File: config.mk
export PLATFORM = sky130hd
export DESIGN_NAME = data_sync_mc
export DESIGN_NICKNAME = d
export VERILOG_FILES = /design/src/rtl/data_sync_pkg.sv /design/src/rtl/data_sync_ch.sv /design/src/rtl/data_sync_mc.sv
export SDC_FILE = /design/constraint.sdc
export NUM_CORES = 1
export LEC_CHECK = 0
export ABC_AREA = 0
export CAP_MARGIN = 15
export CORE_MARGIN = 1
export CORE_UTILIZATION = 46
export DETAILED_ROUTE_END_ITERATION = 10
export GPL_ROUTABILITY_DRIVEN = 0
export PLACE_DENSITY = 0.82
export SLEW_MARGIN = 25
export SYNTH_ARGS = -nofsm -noshare
export SYNTH_HDL_FRONTEND = slang
export SYNTH_SLANG_ARGS = --single-unit
File: constraint.sdc
create_clock -name CLK -period 1.9 [get_ports CLK]
set_clock_uncertainty 0.05 [all_clocks]
set_input_delay 0.38 -clock CLK [delete_from_list [all_inputs] [get_ports CLK]]
set_output_delay 0.38 -clock CLK [all_outputs]
set_load 0.05 [all_outputs]
File: src/rtl/data_sync_pkg.sv
// data_sync_pkg: edge-detect mode constants and channel-index width helper
package data_sync_pkg;
    localparam int DS_LEVEL  = 0;
    localparam int DS_TOGGLE = 1;

    function automatic int ch_width(input int n);
        return (n > 1) ? $clog2(n) : 1;
    endfunction
endpackage

File: src/rtl/data_sync_ch.sv
// data_sync_ch: one enable synchroniser, edge detector and holding register
module data_sync_ch
    import data_sync_pkg::*;
#(
    parameter int BUS_WIDTH  = 8,
    parameter int NUM_STAGES = 2,
    parameter int MODE       = DS_LEVEL
) (
    input  logic                 CLK,
    input  logic                 rst_n,
    input  logic                 bus_enable,
    input  logic [BUS_WIDTH-1:0] unsync_bus,
    input  logic                 grant,
    input  logic                 ovf_clr,
    output logic                 enable_pulse,
    output logic                 hold_valid,
    output logic [BUS_WIDTH-1:0] hold_data,
    output logic                 overflow
);
    logic [NUM_STAGES-1:0] sync_q;
    logic sync, prev, detect;

    assign sync   = sync_q[NUM_STAGES-1];
    assign detect = (MODE == DS_TOGGLE) ? sync ^ prev : sync & ~prev;

    // A grant in the capture cycle frees the slot, so the new word is not an overflow
    always_ff @(posedge CLK or negedge rst_n) begin
        if (!rst_n) begin
            sync_q       <= '0;
            prev         <= 1'b0;
            enable_pulse <= 1'b0;
            hold_valid   <= 1'b0;
            hold_data    <= '0;
            overflow     <= 1'b0;
        end else begin
            sync_q       <= {sync_q[NUM_STAGES-2:0], bus_enable};
            prev         <= sync;
            enable_pulse <= detect;
            hold_valid   <= detect | (hold_valid & ~grant);
            if (detect) hold_data <= unsync_bus;
            overflow     <= (detect & hold_valid & ~grant) | (overflow & ~ovf_clr);
        end
    end
endmodule

File: src/rtl/data_sync_mc.sv
// data_sync_mc: multi-channel enable-qualified synchroniser with
// round-robin drain onto a single tagged valid/ready stream
module data_sync_mc
    import data_sync_pkg::*;
#(
    parameter int BUS_WIDTH  = 8,
    parameter int NUM_STAGES = 2,
    parameter int NUM_CH     = 4,
    parameter int MODE       = DS_LEVEL,
    parameter int CH_W       = ch_width(NUM_CH)
) (
    input  logic                        CLK,
    input  logic                        rst_n,
    input  logic [NUM_CH-1:0]           bus_enable,
    input  logic [NUM_CH*BUS_WIDTH-1:0] unsync_bus,
    output logic [NUM_CH-1:0]           enable_pulse,
    output logic                        out_valid,
    input  logic                        out_ready,
    output logic [BUS_WIDTH-1:0]        out_data,
    output logic [CH_W-1:0]             out_ch,
    output logic [NUM_CH-1:0]           overflow,
    input  logic                        ovf_clr
);
    logic [NUM_CH-1:0]    hv;
    logic [BUS_WIDTH-1:0] hd [NUM_CH];
    logic [CH_W-1:0]      rr_ptr, gnt_idx, cand;
    logic                 found, free, take;

    assign free = ~out_valid | out_ready;
    assign take = free & found;

    for (genvar c = 0; c < NUM_CH; c++) begin : g_ch
        data_sync_ch #(
            .BUS_WIDTH (BUS_WIDTH),
            .NUM_STAGES(NUM_STAGES),
            .MODE      (MODE)
        ) u_ch (
            .CLK         (CLK),
            .rst_n       (rst_n),
            .bus_enable  (bus_enable[c]),
            .unsync_bus  (unsync_bus[c*BUS_WIDTH +: BUS_WIDTH]),
            .grant       (take && (gnt_idx == CH_W'(c))),
            .ovf_clr     (ovf_clr),
            .enable_pulse(enable_pulse[c]),
            .hold_valid  (hv[c]),
            .hold_data   (hd[c]),
            .overflow    (overflow[c])
        );
    end

    // Search starts one past the last grant so every pending channel waits at most NUM_CH-1 grants
    always_comb begin
        found   = 1'b0;
        gnt_idx = '0;
        cand    = '0;
        for (int i = 1; i <= NUM_CH; i++) begin
            cand = CH_W'((int'(rr_ptr) + i) % NUM_CH);
            if (!found && hv[cand]) begin
                found   = 1'b1;
                gnt_idx = cand;
            end
        end
    end

    always_ff @(posedge CLK or negedge rst_n) begin
        if (!rst_n) begin
            out_valid <= 1'b0;
            out_data  <= '0;
            out_ch    <= '0;
            rr_ptr    <= CH_W'(NUM_CH - 1);
        end else if (free) begin
            out_valid <= found;
            if (found) begin
                out_data <= hd[gnt_idx];
                out_ch   <= gnt_idx;
                rr_ptr   <= gnt_idx;
            end
        end
    end
endmodule

==> results.cfg <==
[status]
status = finished, violations left
violations = negative setup slack

[yosys]
synth.cell_area_sq_mm = 0.00283
synth_ff_type = dfrtp_1
yosysTopAreaCell = dfrtp_1
synth_area_per_cell_sq_um = 10.2
yosysSeqAreaShare_pct = 61.1
synth_top_area_share_pct = 59.2
synth_seq_cells = 69
mappedNetlistNets = 318
async_reset_ff_share_pct = 100
synth_cell_types = 34
synth-edff-count = 0
synth_area_leaders = dfrtp_1, nand2_1, a211oi_1
netlist_top_cells_count = nand2_1, dfrtp_1, nor2_1
synth.most_common_cell = nand2_1
syn_inst = 278
synth_warnings = 0

[clock_network]
numCtsBuffers = 9
cts_sinks = 69
clk_pin_slew_ns = 0.07
htree_levels = 3
cts_tree = done
clock_path_buffers = 2
clk_latency_ns = 0.34
clock-root-buffer = clkbuf_8

[setup_path]
required_ns = 2.07
worstPathArrival_ns = 2.13
cp-end-kind = register
path_max_fanout = 6
cp-start-kind = register
reg2reg_depth = 5
path_class = reg2reg

[placed_design]
portBuffers = 58
place_ws_ns = -0.110
hpwl_um = 4490

[layout]
final_nets = 393
drive_gt1_share_pct = 21.8
area_growth_syn_to_layout_pct = 34.0
antenna_cells = 0

[min_path]
holdPathStages = 0
hold_class = reg2reg

[sta]
min_period_ns = 1.97
slew-limit-headroom_pct = 64.6
finalSetupViolCount = 7
worst_pin_slew_ns = 0.531
finalWorstSetupSlack_ns = -0.0676
fin_crit_sh_pct = 104
fmax_ghz = 0.508
hold_ws_ns = 0.302
slew_violations = 0
rsz0062_at_grt = yes
hold_violations = 0

[global_route]
met3_usage_pct = 6.36
antenna_found_initial = 0
grt_pass1_wl_um = 9870
grt.total_usage_pct = 21.1
globalRouteMet1Util_pct = 26.0
busiest_layer = met2
use_met2_pct = 34.2
grt-ovfl-total = 0
grt_pass1_vias = 2182
grt_max_degree = 27

[power_and_ir_drop]
p_per_area_mw_per_mm2 = 1490
p_total_uw = 5650
leakagePower_uw = 0.00181
peakVddDrop_mv = 0.739

[job]
maxCapViolCount = 0

[floorplanning]
start_util_pct = 47.8
design.core.area_sq_mm = 0.00592
die_h_um = 80.4
die_x_um = 80.4
rows = 28
die_area_sq_mm = 0.00647
io_pins = 59

[route]
drc = 0
wire_per_inst_um = 14.2
vias_per_cell = 5.06
first_pass_iters = 4
drt_wl_total_um = 6140
vias = 2193
first_iter_violations = 107
drtAntennaViolNets = 0
==> routing by layer <==
layer / share of wire (%) / wire length (um)
met3: 5.8 / 355
met4: 2.1 / 129
met1: 43 / 2650
met5: 0 / 0
met2: 49 / 3010
==> sequential cells by signal (all words and copies together) (netlist names) <==
| register | count |
|---|---|
| out_valid | 1 |
| g_ch.u_ch.hold_data | 32 |
| g_ch.u_ch.hold_valid | 4 |
| out_data | 8 |
| g_ch.u_ch.overflow | 4 |
| g_ch.u_ch.enable_pulse | 4 |
| out_ch | 2 |
| rr_ptr | 2 |
| g_ch.u_ch.sync_q | 8 |
| g_ch.u_ch.prev | 4 |
==> placed cells by master (no fill, tap or decap), types with 2 or more instances in the layout <==
cell / count
a221o_1: 4
a21oi_1: 7
buf_6: 2
dfrtp_1: 67
mux2i_2: 2
clkinvlp_4: 2
nor2_4: 2
buf_4: 37
clkinv_1: 4
clkdlybuf4s50_1: 38
nand2b_1: 8
mux2i_1: 2
nand3_1: 5
a211oi_1: 5
a21boi_0: 4
nor2_1: 9
o21ai_0: 5
nand2_1: 107
clkinv_2: 3
inv_1: 4
a211oi_2: 3
mux2_4: 4
clkbuf_8: 10
o22ai_1: 4
dfstp_2: 2
==> path summary, 6_finish.rpt <==
kind / start / to / slack (ns)
min in group asynchronous: rst_n / g_ch[2].u_ch.enable_pulse / 0.50
min: g_ch[3].u_ch.sync_q[0] / g_ch[3].u_ch.sync_q[1] / 0.30
min reg2reg: g_ch[3].u_ch.sync_q[0] / g_ch[3].u_ch.sync_q[1] / 0.30
max in group asynchronous: rst_n / out_data[0] / 0.62
max reg2reg: g_ch[0].u_ch.hold_valid / out_data[1] / -0.07
max: g_ch[0].u_ch.hold_valid / out_data[1] / -0.07
==> area by class of cell <==
class                           instances  area (sq um)
Fill cell                             487          2130
Sequential cell                        69          1730
Multi-Input combinational cell        185          1050
Timing Repair Buffer                   80           716
Clock buffer                           10           138
Tap cell                               75          93.8
Clock inverter                          6          38.8
Inverter                                8          30.0
==> power breakdown <==
part | total [uW] | internal (uW) | switching (uW) | leakage [uW]
Combinational | 2570 | 1130 | 1440 | 0.000891
Clock | 1050 | 503 | 547 | 0.0000880
Sequential | 2030 | 1780 | 243 | 0.000826
==> kinds of logic (layout without fill, tap and decap cells) <==
family | Yosys count | in the layout | share of synthesized area [%]
mux | 9 | 9 | 3.49
buf+inv | 24 | 104 | 4.77
simple gates | 134 | 134 | 19.4
compound gates | 42 | 42 | 11.2
flops | 69 | 69 | 61.1
==> critical path: stages, from the launching register on <==
cell	delay [ns]
dfrtp_1	0.46
and2b_4	0.25
o21ba_2	0.24
nor2_4	0.22
mux2_4	0.32
a221o_1	0.30
==> timing repair <==
item | in CTS | in global routing
endpoints found under the hold margin | 21 | 0
buffers inserted | 3 | 2
endpoints found under the setup margin | 9 | 15
resized for setup | 4 | 11
pin swaps | 4 | 3
hold buffers | 1 | 0
==> per-stage QoR <==
| step | instance area, sq um | TNS, ns | instances | util (%) |
|---|---|---|---|---|
| 2_1_floorplan | 2850 | -0.172 | 278 | - |
| 3_3_place_gp | 3510 | -0.0381 | 412 | 59.3 |
| 3_5_place_dp | 3510 | -0.637 | 412 | 59.3 |
| 4_1_cts | 3730 | -0.275 | 432 | 63.1 |
| 5_1_grt | 3790 | -0.808 | 433 | 64.1 |
| 6_report | 3790 | -0.250 | 433 | 64.1 |
(Power assumes the default switching activity.)
